===== src/rtl/tdm_demux_8.sv =====
// Eight-channel TDM demultiplexer: aligns on sof, steers serial bits into an 8-bit frame word.
// Define TDM_DEMUX_PARITY_EN for a 9-slot frame with an even-parity check slot.
module tdm_demux_8 (
  input  logic       clk,
  input  logic       rst_n,
  input  logic       d,
  input  logic       bit_valid,
  input  logic       sof,
  output logic [7:0] y,
  output logic       frame_valid,
  output logic [2:0] s,
  output logic       locked,
  output logic       sync_err,
  output logic       par_err
);

  typedef enum logic [0:0] {
    HUNT = 1'b0,
    LOCK = 1'b1
  } state_t;

  state_t     state_r;
  logic [3:0] cnt_r;
  logic [7:0] sh_r;

  // Odd count of ones across the data and parity bit means the even-parity check failed.
  function automatic logic parity_fail(input logic [7:0] data, input logic pbit);
    return ^{data, pbit};
  endfunction

  // Frame alignment state machine; s always shadows the low bits of the next slot counter.
  always_ff @(posedge clk or negedge rst_n) begin
    if (!rst_n) begin
      state_r     <= HUNT;
      cnt_r       <= 4'd0;
      sh_r        <= 8'h00;
      y           <= 8'h00;
      frame_valid <= 1'b0;
      s           <= 3'd0;
      locked      <= 1'b0;
      sync_err    <= 1'b0;
      par_err     <= 1'b0;
    end else begin
      frame_valid <= 1'b0;
      sync_err    <= 1'b0;
      par_err     <= 1'b0;
      if (bit_valid) begin
        case (state_r)
          HUNT: begin
            if (sof) begin
              sh_r[0] <= d;
              cnt_r   <= 4'd1;
              s       <= 3'd1;
              state_r <= LOCK;
              locked  <= 1'b1;
            end else begin
              cnt_r <= 4'd0;
              s     <= 3'd0;
            end
          end
          LOCK: begin
            if (cnt_r == 4'd0) begin
              if (sof) begin
                sh_r[0] <= d;
                cnt_r   <= 4'd1;
                s       <= 3'd1;
              end else begin
                // Slot 0 without a marker: alignment is lost, go back to hunting.
                sync_err <= 1'b1;
                state_r  <= HUNT;
                locked   <= 1'b0;
                cnt_r    <= 4'd0;
                s        <= 3'd0;
              end
            end else if (sof) begin
              // Early marker restarts the frame on this bit; the partial word is dropped.
              sync_err <= 1'b1;
              sh_r[0]  <= d;
              cnt_r    <= 4'd1;
              s        <= 3'd1;
            end else if (cnt_r == 4'd7) begin
`ifdef TDM_DEMUX_PARITY_EN
              sh_r[7] <= d;
              cnt_r   <= 4'd8;
              s       <= 3'd0;
`else
              y           <= {d, sh_r[6:0]};
              frame_valid <= 1'b1;
              cnt_r       <= 4'd0;
              s           <= 3'd0;
`endif
            end else if (cnt_r == 4'd8) begin
`ifdef TDM_DEMUX_PARITY_EN
              y           <= sh_r;
              frame_valid <= 1'b1;
              par_err     <= parity_fail(sh_r, d);
              cnt_r       <= 4'd0;
              s           <= 3'd0;
`else
              state_r <= HUNT;
              locked  <= 1'b0;
              cnt_r   <= 4'd0;
              s       <= 3'd0;
`endif
            end else begin
              sh_r[cnt_r[2:0]] <= d;
              cnt_r            <= cnt_r + 4'd1;
              s                <= cnt_r[2:0] + 3'd1;
            end
          end
          default: begin
            state_r <= HUNT;
            locked  <= 1'b0;
            cnt_r   <= 4'd0;
            s       <= 3'd0;
          end
        endcase
      end else begin
        state_r <= state_r;
      end
    end
  end

endmodule

===== config.mk =====
export PLATFORM = sky130hd
export DESIGN_NAME = tdm_demux_8
export DESIGN_NICKNAME = d
export VERILOG_FILES = /design/src/rtl/tdm_demux_8.sv
export SDC_FILE = /design/constraint.sdc
export NUM_CORES = 1
export LEC_CHECK = 0
export BUFFER_PORTS_ARGS = -buffer_cell sky130_fd_sc_hd__buf_2
export CAP_MARGIN = 0
export CORE_AREA = 2 2 66 68
export CTS_CLUSTER_DIAMETER = 40
export DETAILED_ROUTE_END_ITERATION = 10
export DIE_AREA = 0 0 68 70
export MAX_ROUTING_LAYER = met4
export PLACE_DENSITY = 0.45
export SLEW_MARGIN = 10
export SYNTH_ARGS = -nofsm -noshare
export SYNTH_HDL_FRONTEND = slang
export SYNTH_SLANG_ARGS = --single-unit

===== constraint.sdc =====
create_clock -name clk -period 3.05 [get_ports clk]
set_input_delay 0.4575 -clock clk [delete_from_list [all_inputs] [get_ports clk]]
set_output_delay 0.4575 -clock clk [all_outputs]
set_load 0.005 [all_outputs]

==> summary.md, run 1 <==
| Metric | Value |
|---|---|
| Status | finished clean |
| Crit path arrival time | 2770 ps |
| CP Class | register to register |
| Post-DP Area | 1280 sq um |
| Worst Hold Margin | 157 ps |
| VDD IR max | 0.246 mV |
| Min Clock Period, post-route | 2610 ps |
| Crit path cell chain | inv_1, ha_1, or3b_1, ha_1, nand2_1, or3_1, nor3_1, mux2_2 |
| CP peak stage delay | 530 ps |
| Worst-Margin Slew | 522 ps |
| CORE AREA | 4140 sq um |
| Hold Path Class | input port to async pin |
| Residual DRC | 0 |
| Mux cell area share after synthesis | 0.133 |
| Complex-gate fraction of the synthesized area | 0.0825 |
| Yosys warnings | 0 |
| Multi-input logic area | 529 sq um |
| Hold-fix buffers, CTS | 0 |
| Drt pass-1 iters | 4 |
| Number of cells on the critical path | 8 |
| Fin area | 1320 sq um |
| Slowest stage cell, crit path | dfrtp_1 |
| Crit end category | register |
| Startpoint Class | register |
| Max transition margin | 0.652 |
| Layout cells sized above 1 | 0.311 |
| Sequential Area | 576 sq um |
| Post-Synth Adder-Cell Area | 0.0423 |
| Post-CTS Repair Setup Buffers | 0 |
| Avg Inst Size Synth | 11.2 sq um |
| Post-Route WL | 2430 um |
| Reg2reg end | sh_r[4]$_DFFE_PN0P_ |
| Final setup TNS | 0 ps |
| Die Footprint | 4760 sq um |
| CTS sink count | 23 |
| Crit-path most repeated cell | ha_1 |
| Grt total ovfl | 0 |
| Root Buffer | clkbuf_8 |
| Filler instances | 453 |
| CTS Buf Count | 3 |
| Drt via density | 4.86 |
| Largest net degree at the start of global routing | 24 |
| Port bufs | 18 |
| Nets | 129 |
| Area Overhead vs Synth | 12.0% |
| Tcrit/Tclk final | 0.857 |
| Starting Density | 0.285 |
| Final worst slack | 436 ps |
| DR top layer | met4 |
| Post-synthesis xor/xnor area fraction | 0 |
| Crit-path leading delay family | simple AND/OR/NAND/NOR gates |
| Slew Limit Fails | 0 |
| Total of max-cap violations | 0 |
| Finish-stage setup viols | 0 |
| Register bit total from synthesis | 23 |
| Final Util | 0.319 |
| Worst r2r path cells | 8 |
| Crit path max fanout | 10 |
| Reg clk slew, reported paths | 80 ps |
| Met2 routed WL | 1100 um |
| Via count | 831 |
| DR WL met3 | 117 um |
| PostCTS Resize Cnt | 0 |
| Syn Nets | 115 |
| CTS tree | yes |
| Fin. Hold Viols | 0 |
| # rows | 24 |
| CTS Buffer Depth | 2 |
| Seq/Total Area, Yosys | 0.487 |
| Met1 WL | 1180 um |
| First-pass GRT wire length | 4230 um |
| Simple-Gate Fraction of Synth Area | 0.186 |
| CP bufs+invs | 1 |
| H-tree depth | 1 |
| Crit path from | s[0]$_DFFE_PN0P_ |
| Skew-Pair Late Insertion Delay | 260 ps |
| Post-route ant nets | 0 |
| Initial DRC count | 43 |
| Post-DP HPWL | 1790 um |
| Critical path data required time | 3210 ps |
| Vias in the first global route | 818 |
| RSZ-0062 raised after global routing | false |
| Post-synthesis cell type count | 34 |
| Clock Skews | 1.68 ps |
| PwrDens | 539 nW/um^2 |
| N_diodes | 0 |
| Initial antenna violation count | 0 |
| Die Wd | 68 um |
| Overall Global Routing Usage | 0.120 |
| Io pins | 20 |
| DIE HEIGHT | 70 um |
| DP Worst Slack | 456 ps |
| Routed wire per std cell | 14.2 um |
| Largest family of logic cells by synthesized area | simple AND/OR/NAND/NOR gates |
| Fmax | 383 MHz |
| Cells after Synth | 106 |
| Leakage Power | 0.644 nW |
| Worst reg2reg setup slack | 440 ps |
| Post-synth design cell area | 1180 sq um |
| GP Congestion | 0.859 |
| CP Capture Point | sh_r[4]$_DFFE_PN0P_ |
| Critical R2R Launch | s[0]$_DFFE_PN0P_ |
## worst min path at each step
stage	startpoint	to	slack [ps]	cells after the start
floorplan	rst_n	cnt_r[2]$_DFFE_PN0P_	160	0
global placement	rst_n	frame_valid$_DFF_PN0_	470	1
detailed placement	sh_r[1]$_DFFE_PN0P_	sh_r[1]$_DFFE_PN0P_	470	1
CTS	rst_n	cnt_r[3]$_DFFE_PN0P_	180	1
global route	rst_n	sh_r[1]$_DFFE_PN0P_	190	1
finish	rst_n	sync_err$_DFF_PN0_	160	1
## synthesized netlist by cell type (all sizes together)
cell type  count  area, sq um
dfrtp         23          576
mux2          14          158
buf            7         51.3
o21ai          7         35.0
inv            5         18.8
ha             4         50.1
nor2           4         31.3
nor3           4         20.0
a21oi          3         15.0
nand2          3         11.3
nand3b         3         22.5
nand4          3         18.8
nor4           3         18.8
and3           2         12.5
clkbuf         2         7.51
nand2b         2         12.5
nand3          2         10.0
nand4b         2         17.5
nor2b          2         12.5
a31o           1         8.76
a41oi          1         8.76
conb           1         3.75
nor4b          1         8.76
o211ai         1         7.51
o21a           1         7.51
o22ai          1         6.26
o311ai         1         8.76
or2            1         8.76
or3            1         6.26
or3b           1         8.76
## stage by stage
stage	cells	total power [mW]
4_1_cts	171	0.727
3_5_place_dp	167	0.532
6_report	171	0.714
5_1_grt	171	0.764
3_3_place_gp	167	0.531
2_1_floorplan	106	0.487
## cell families (layout without fill, tap and decap cells)
group / count (synthesis) / in the layout
and+or+nand+nor: 34 / 34
buffers and inverters: 14 / 27
adders and majority gates: 4 / 4
DFF: 23 / 23
other: 1 / 1
AOI/OAI and AO/OA: 16 / 16
muxes: 14 / 14
## area by class of cell
class	count	share of cell area
Clock buffer	4	0.0340
Tap cell	52	0.0491
Multi-Input combinational cell	69	0.400
Timing Repair Buffer	18	0.0681
Sequential cell	23	0.435
Inverter	5	0.0142
## power by group
part | leakage (nW) | switching, mW | total (mW) | internal, mW
clock network | 0.0228 | 0.0971 | 0.190 | 0.0933
registers | 0.306 | 0.0377 | 0.386 | 0.348
logic | 0.316 | 0.0740 | 0.137 | 0.0634
total | 0.644 | 0.209 | 0.714 | 0.505
## metal layers
metal,vias up,GRT usage
met5,-,-
li1,407,-
met2,16,0.169
met3,2,0.0225
met1,406,0.170
met4,0,0.0467
## state kept, by name (all words and copies together), names as in the netlist
| name | count |
|---|---|
| s | 2 |
| y | 8 |
| cnt_r | 2 |
| state_r | 1 |
| sync_err | 1 |
| locked | 1 |
| frame_valid | 1 |
| sh_r | 7 |
## placed cells by master (no fill, tap or decap), drive strengths merged
| cell | instances |
|---|---|
| nand3 | 2 |
| a21oi | 3 |
| nand2b | 2 |
| nor4 | 3 |
| or3 | 1 |
| o22ai | 1 |
| clkbuf | 4 |
| or3b | 1 |
| dfrtp | 23 |
| nand4b | 2 |
| nand4 | 3 |
| nand3b | 3 |
| a41oi | 1 |
| o211ai | 1 |
| ha | 4 |
| o21a | 1 |
| nor4b | 1 |
| and3 | 2 |
| nor3 | 4 |
| nor2b | 2 |
| inv | 5 |
| o21ai | 7 |
| o311ai | 1 |
| buf | 18 |
| a31o | 1 |
| nor2 | 4 |
| conb | 1 |
| mux2 | 14 |
| or2 | 1 |
| nand2 | 3 |
## worst register-to-register path, delay by kind of cell, from the launching register on
family | cells | cell delay [ps]
flops | 1 | 530
fa+ha+maj | 2 | 510
buf+inv | 1 | 130
mux | 1 | 350
simple gates | 4 | 1000
Power figures use the tool's default switching activity.
==> run 2: changes to the inputs <==
--- a/config.mk
+++ b/config.mk
@@ -7,12 +7,12 @@
 export LEC_CHECK = 0
 export BUFFER_PORTS_ARGS = -buffer_cell sky130_fd_sc_hd__buf_2
 export CAP_MARGIN = 0
-export CORE_AREA = 2 2 66 68
+export CORE_AREA = 2 2 50 52
 export CTS_CLUSTER_DIAMETER = 40
 export DETAILED_ROUTE_END_ITERATION = 10
-export DIE_AREA = 0 0 68 70
+export DIE_AREA = 0 0 52 54
 export MAX_ROUTING_LAYER = met4
-export PLACE_DENSITY = 0.45
+export PLACE_DENSITY = 0.73
 export SLEW_MARGIN = 10
 export SYNTH_ARGS = -nofsm -noshare
 export SYNTH_HDL_FRONTEND = slang
==> summary.md, run 2 (synthesis results as in run 1) <==
| Metric | Value |
|---|---|
| Crit end category | register (unchanged) |
| CTS Buffer Depth | 2 (unchanged) |
| Port bufs | 18 (unchanged) |
| Status | finished clean (unchanged) |
| Reg2reg end | sh_r[4]$_DFFE_PN0P_ (unchanged) |
| PostCTS Resize Cnt | 0 (unchanged) |
| CP bufs+invs | 1 (unchanged) |
| Total power draw | 661 uW (was 714 uW) |
| Residual DRC | 0 (unchanged) |
| Die Footprint | 2810 sq um (was 4760 sq um) |
| Critical R2R Launch | s[0]$_DFFE_PN0P_ (unchanged) |
| Io pins | 20 (unchanged) |
| Drt pass-1 iters | 4 (unchanged) |
| Root Buffer | clkbuf_4 (was clkbuf_8) |
| Biggest regs | y (8), sh_r (7) (unchanged) |
| Largest register FFs | 8 (unchanged) |
| RSZ-0062 raised after global routing | false (unchanged) |
| Post-CTS Repair Setup Buffers | 0 (unchanged) |
| VDD IR max | 0.325 mV (was 0.246 mV) |
| Area Overhead vs Synth | 8.04% (was 12.0%) |
| Grt total ovfl | 0 (unchanged) |
| Finish-stage setup viols | 0 (unchanged) |
| Final setup TNS | 0 ps (unchanged) |
| Largest net degree at the start of global routing | 24 (unchanged) |
| Worst r2r path cells | 8 (unchanged) |
| Fmax | 392 MHz (was 383 MHz) |
| Vias in the first global route | 785 (was 818) |
| GR met3 Demand/Resource | 0.0194 (was 0.0225) |
| Skew-Pair Late Insertion Delay | 310 ps (was 260 ps) |
| Min Clock Period, post-route | 2550 ps (was 2610 ps) |
| H-tree depth | 1 (unchanged) |
| Busiest grt layer | met2 (was met1) |
| GR Util met2 | 0.310 (was 0.169) |
| Worst-Margin Slew | 511 ps (was 522 ps) |
| Crit path arrival time | 2760 ps (was 2770 ps) |
| Post-Route WL | 2180 um (was 2430 um) |
| Initial antenna violation count | 0 (unchanged) |
| DIE HEIGHT | 54 um (was 70 um) |
| CP Class | register to register (unchanged) |
| Post-route ant nets | 0 (unchanged) |
| N_diodes | 0 (unchanged) |
| Drt via density | 5.74 (was 4.86) |
| Nets | 129 (unchanged) |
| Layout cells sized above 1 | 0.311 (unchanged) |
| Tcrit/Tclk final | 0.836 (was 0.857) |
| GP Congestion | 0.944 (was 0.859) |
| Post-DP HPWL | 1590 um (was 1790 um) |
| Crit path cell chain | inv_1, ha_1, or3b_1, ha_1, nand2_1, or3_1, nor3_1, mux2_2 (unchanged) |
| Commonest non-fill, non-tap cell in the layout | dfrtp_1 (unchanged) |
| CTS Buf Count | 3 (unchanged) |
| Filler instances | 212 (was 453) |
| Clock Skews | 5.23 ps (was 1.68 ps) |
| Startpoint Class | register (unchanged) |
| Starting Density | 0.510 (was 0.285) |
| Crit-path most repeated cell | ha_1 (unchanged) |
| PwrDens | 517 nW/um^2 (was 539 nW/um^2) |
| Crit path max fanout | 10 (unchanged) |
| CORE AREA | 2320 sq um (was 4140 sq um) |
| Slowest stage cell, crit path | dfrtp_1 (unchanged) |
| Hold Path Class | input port to async pin (unchanged) |
| Initial DRC count | 18 (was 43) |
| Routed wire per std cell | 14.6 um (was 14.2 um) |
| CTS tree | yes (unchanged) |
| Reg clk slew, reported paths | 120 ps (was 80 ps) |
| Critical path data required time | 3260 ps (was 3210 ps) |
| Hold-fix buffers, CTS | 0 (unchanged) |
| CP peak stage delay | 520 ps (was 530 ps) |
| Most frequent cells in the layout | dfrtp_1, buf_2, mux2_2 (unchanged) |
| Leakage Power | 0.636 nW (was 0.644 nW) |
| CTS sink count | 23 (unchanged) |
| Overall Global Routing Usage | 0.179 (was 0.120) |
| Slew Limit Fails | 0 (unchanged) |
| Via count | 856 (was 831) |
| Most flops, register | y (unchanged) |
| Die Wd | 52 um (was 68 um) |
| Total of max-cap violations | 0 (unchanged) |
| Fin. Hold Viols | 0 (unchanged) |
| First-pass GRT wire length | 3550 um (was 4230 um) |
| Crit-path leading delay family | simple AND/OR/NAND/NOR gates (unchanged) |
| Worst reg2reg setup slack | 500 ps (was 440 ps) |
| # rows | 18 (was 24) |
| Max transition margin | 0.659 (was 0.652) |
| M1 GR Usage | 0.207 (was 0.170) |
run 2: cell counts in the layout (fill, tap and decap cells not counted):
Identical to the previous run, type by type.
run 2: routing by layer:
layer  vias up  share of wire
li1        404              -
met1       422           0.42
met2        25           0.52
met3         5          0.036
met4         0          0.017
met5         -              0
run 2: worst reg2reg max path: cells and delay by family, from the launching register on:
| family | cells | cell delay (ps) |
|---|---|---|
| AND/OR/NAND/NOR | 4 | 960 |
| flip-flops | 1 | 520 |
| adder cells (fa/ha/maj) | 2 | 490 |
| multiplexers | 1 | 350 |
| buffers and inverters | 1 | 130 |
run 2: final cells by class:
cell class,instances,area (sq um),share of cell area
multi-input combinational,69,529,0.414
clock buffer,4,26.3,0.0206
tap,30,37.5,0.0294
inverter,5,18.8,0.0147
sequential,23,576,0.451
timing repair buffer,18,90.1,0.0705
run 2: worst max-delay path by stage:
stage | from | to | slack, ps | cells past startpoint
5_1_grt | s[0]$_DFFE_PN0P_ | sh_r[4]$_DFFE_PN0P_ | 370 | 8
2_1_floorplan | s[0]$_DFFE_PN0P_ | sh_r[4]$_DFFE_PN0P_ | 650 | 10
6_report | s[0]$_DFFE_PN0P_ | sh_r[4]$_DFFE_PN0P_ | 500 | 8
3_3_place_gp | s[0]$_DFFE_PN0P_ | sh_r[4]$_DFFE_PN0P_ | 610 | 8
4_1_cts | s[0]$_DFFE_PN0P_ | sh_r[4]$_DFFE_PN0P_ | 520 | 8
3_5_place_dp | s[0]$_DFFE_PN0P_ | sh_r[4]$_DFFE_PN0P_ | 540 | 8
run 2: power by group:
part	switching, mW	internal [mW]
Sequential	0.0367	0.348
Clock	0.0889	0.0511
Combinational	0.0728	0.0632
Total	0.198	0.462
run 2: per-stage QoR:
step / worst slack, ps / cells / hold slack, ps / area (sq um) / util
after global routing: 370 / 149 / 134 / 1280 / 0.551
after global placement: 615 / 145 / 453 / 1250 / 0.539
after detailed placement: 538 / 145 / 461 / 1250 / 0.539
final: 499 / 149 / 93.2 / 1280 / 0.551
after CTS: 523 / 149 / 117 / 1280 / 0.551
after floorplan: 646 / 106 / 162 / 1180 / -
==> run 3: changes to the inputs <==
--- a/config.mk
+++ b/config.mk
@@ -5,14 +5,15 @@
 export SDC_FILE = /design/constraint.sdc
 export NUM_CORES = 1
 export LEC_CHECK = 0
+export ABC_AREA = 1
 export BUFFER_PORTS_ARGS = -buffer_cell sky130_fd_sc_hd__buf_2
 export CAP_MARGIN = 0
-export CORE_AREA = 2 2 50 52
+export CORE_AREA = 2 2 51 53
 export CTS_CLUSTER_DIAMETER = 40
 export DETAILED_ROUTE_END_ITERATION = 10
-export DIE_AREA = 0 0 52 54
+export DIE_AREA = 0 0 53 55
 export MAX_ROUTING_LAYER = met4
-export PLACE_DENSITY = 0.73
+export PLACE_DENSITY = 0.72
 export SLEW_MARGIN = 10
 export SYNTH_ARGS = -nofsm -noshare
 export SYNTH_HDL_FRONTEND = slang
==> constraint.sdc (replaced) <==
create_clock -name clk -period 2.4 [get_ports clk]
set_input_delay 0.36 -clock clk [delete_from_list [all_inputs] [get_ports clk]]
set_output_delay 0.36 -clock clk [all_outputs]
set_load 0.005 [all_outputs]
==> summary.md, run 3 <==
| Metric | Value |
|---|---|
| Status | complete, but fails checks (was finished clean) |
| Failing checks | hold timing |
| CTS Buffer Depth | 2 (unchanged) |
| DIE HEIGHT | 55 um (was 54 um) |
| Layout cells sized above 1 | 0.214 (was 0.311) |
| Via count | 986 (was 856) |
| CTS Buf Count | 3 (unchanged) |
| DP Worst Slack | 193 ps (was 538 ps) |
| Grt total ovfl | 0 (unchanged) |
| Sequential Area | 577 sq um (was 576 sq um) |
| Clock Skews | 6.77 ps (was 5.23 ps) |
| # rows | 18 (unchanged) |
| Seq/Total Area, Yosys | 0.472 (was 0.487) |
| Root Buffer | clkbuf_4 (unchanged) |
| Asr flop ratio synth | 1.00 (unchanged) |
| Fin. Hold Viols | 12 (was 0) |
| CP bufs+invs | 2 (was 1) |
| Most frequent cells in the layout | nand2_1, dfrtp_1, nand3_1 (was dfrtp_1, buf_2, mux2_2) |
| First-pass GRT wire length | 3800 um (was 3550 um) |
| Post-synth top area share | 0.472 (was 0.487) |
| Die Footprint | 2920 sq um (was 2810 sq um) |
| Biggest regs | y (8), sh_r (7) (unchanged) |
| Total of max-cap violations | 0 (unchanged) |
| Port bufs | 18 (unchanged) |
| Crit path arrival time | 2380 ps (was 2760 ps) |
| Gate power share | 0.210 (was 0.206) |
| Crit-path leading delay family | simple AND/OR/NAND/NOR gates (unchanged) |
| Cell internal pwr | 556 uW (was 462 uW) |
| Drt via density | 5.22 (was 5.74) |
| Commonest non-fill, non-tap cell in the layout | nand2_1 (was dfrtp_1) |
| Nets | 169 (was 129) |
| Net Sw Frac | 0.321 (was 0.300) |
| CP Class | register to register (unchanged) |
| Vias in the first global route | 916 (was 785) |
| PwrDens | 628 nW/um^2 (was 517 nW/um^2) |
| Final setup TNS | 0 ps (unchanged) |
| DP Cell Count | 185 (was 145) |
| Share of power burned in registers | 0.575 (was 0.582) |
| Synth cell count leaders | nand2_1, dfrtp_1, nand3_1 (was dfrtp_1, mux2_2, o21ai_0) |
| Crit end category | register (unchanged) |
| Post-synthesis cell type count | 24 (was 34) |
| Area Overhead vs Synth | 7.08% (was 8.04%) |
| Largest register FFs | 8 (unchanged) |
| Slowest stage cell, crit path | dfrtp_2 (was dfrtp_1) |
| Residual DRC | 0 (unchanged) |
| Critical path data required time | 2620 ps (was 3260 ps) |
| N_diodes | 0 (unchanged) |
| Initial antenna violation count | 0 (unchanged) |
| Crit-path most repeated cell | nand2_1 (was ha_1) |
| Filler instances | 241 (was 212) |
| Yosys warnings | 0 (unchanged) |
| Slew Limit Fails | 0 (unchanged) |
| Synth area leaders | dfrtp_1, nand2_1, nand3_1 (was dfrtp_1, mux2_2, ha_1) |
| Predominant post-synthesis flop cell | dfrtp_1 (unchanged) |
| Min Clock Period, post-route | 2170 ps (was 2550 ps) |
| Multi-input logic area | 529 sq um (unchanged) |
| CP peak stage delay | 480 ps (was 520 ps) |
| Fmax | 461 MHz (was 392 MHz) |
| Skew-Pair Late Insertion Delay | 310 ps (about the same) |
| Reg clk slew, reported paths | 120 ps (about the same) |
| Routed wire per std cell | 12.4 um (was 14.6 um) |
| EDFF count, synth | 0 (unchanged) |
| Largest net degree at the start of global routing | 24 (unchanged) |
| Die Wd | 53 um (was 52 um) |
| Post-DP HPWL | 1780 um (was 1590 um) |
| Final Non-Filler Cells | 189 (was 149) |
| Post-route ant nets | 0 (unchanged) |
| Register bit total from synthesis | 23 (unchanged) |
| Post-synth design cell area | 1220 sq um (was 1180 sq um) |
| CTS sink count | 23 (unchanged) |
| Hold Path Class | input port to async pin (unchanged) |
| Synth area leader | dfrtp_1 (unchanged) |
| Hold-fix buffers, CTS | 0 (unchanged) |
| Top-count cell post-synth | nand2_1 (was dfrtp_1) |
| Initial DRC count | 32 (was 18) |
| Clock Power Share | 0.215 (was 0.212) |
| Worst Hold Margin | -8.80 ps (was 93.2 ps) |
| Overall Global Routing Usage | 0.185 (was 0.179) |
| Tcrit/Tclk final | 0.903 (was 0.836) |
| Final worst slack | 233 ps (was 499 ps) |
| Post-Route WL | 2340 um (was 2180 um) |
| Crit path max fanout | 12 (was 10) |
| Cells after Synth | 146 (was 106) |
| Syn Nets | 155 (was 115) |
| H-tree depth | 1 (unchanged) |
| Drt pass-1 iters | 4 (unchanged) |
| Startpoint Class | register (unchanged) |
| GP Congestion | 0.886 (was 0.944) |
| Finish-stage setup viols | 0 (unchanged) |
| Most flops, register | y (unchanged) |
| Crit path cell chain | inv_2, ha_1, inv_1, nor2_1, nand2_1, ha_1, nand2_2, nor3_4, nand3_1, nand2_1, nand2_1 (was inv_1, ha_1, or3b_1, ha_1, nand2_1, or3_1, nor3_1, mux2_2) |
| Avg Inst Size Synth | 8.35 sq um (was 11.2 sq um) |
| Switching Power | 263 uW (was 198 uW) |
| CORE AREA | 2360 sq um (was 2320 sq um) |
| Starting Density | 0.515 (was 0.510) |
| VDD IR max | 0.433 mV (was 0.325 mV) |
| Leakage Power | 0.719 nW (was 0.636 nW) |
| CTS tree | yes (unchanged) |
| RSZ-0062 raised after global routing | false (unchanged) |
| Io pins | 20 (unchanged) |
-- run 3: cell families (layout without fill, tap and decap cells) --
group                    Yosys count  count (layout)  synth area share
AO/OA/AOI/OAI                     12              12            0.0554
adder cells (fa/ha/maj)            4               4            0.0411
buffers and inverters             21              34            0.0934
flip-flops                        23              23             0.472
AND/OR/NAND/NOR                   84              84             0.328
XOR/XNOR                           1               1           0.00719
other                              1               1           0.00308
-- run 3: through the flow --
step           cell area [sq um]  utilization  hold WS [ps]  total power, mW
5_1_grt                     1310        0.552          11.5            0.876
4_1_cts                     1300        0.551         0.515            0.829
6_report                    1310        0.552         -8.80            0.820
3_5_place_dp                1280        0.540           357            0.651
2_1_floorplan               1220            -          64.4            0.604
3_3_place_gp                1280        0.540           356            0.641
-- run 3: layout make-up --
type	count	area share
clock buffer	4	0.0201
inverter	12	0.0345
sequential	23	0.442
tap	30	0.0288
multi-input combinational	102	0.406
timing repair buffer	18	0.0690
-- run 3: power by group through the flow --
stage / sequential [mW] / combinational [mW] / clock [mW]
6_report: 0.472 / 0.172 / 0.176
5_1_grt: 0.478 / 0.198 / 0.200
4_1_cts: 0.470 / 0.174 / 0.185
3_3_place_gp: 0.475 / 0.167 / 0
2_1_floorplan: 0.464 / 0.140 / 0
3_5_place_dp: 0.478 / 0.173 / 0
-- run 3: repair_timing --
| action | in CTS | in global routing |
|---|---|---|
| endpoints found under the setup margin | 0 | 6 |
| setup buffers | 0 | 0 |
| resized for setup | 0 | 1 |
-- run 3: path summary, 6_finish.rpt --
| path | from | end | slack (ps) | cells after the start |
|---|---|---|---|---|
| worst min-delay path | rst_n | y[5]$_DFFE_PN0P_ | -9 | 1 |
| min in group clk | sof | frame_valid$_DFF_PN0_ | 250 | 2 |
| worst min register to register | y[0]$_DFFE_PN0P_ | y[0]$_DFFE_PN0P_ | 480 | 2 |
| max in group asynchronous | rst_n | s[0]$_DFFE_PN0P_ | 2050 | 1 |
| worst max register to register | s[0]$_DFFE_PN0P_ | sh_r[5]$_DFFE_PN0P_ | 230 | 11 |
| worst max-delay path | s[0]$_DFFE_PN0P_ | sh_r[5]$_DFFE_PN0P_ | 230 | 11 |
-- run 3: layer usage --
layer | global-route usage | wire length [um]
met2 | 0.327 | 1140
met3 | 0.0269 | 74
met1 | 0.207 | 1080
met4 | 0.0897 | 55
met5 | - | 0
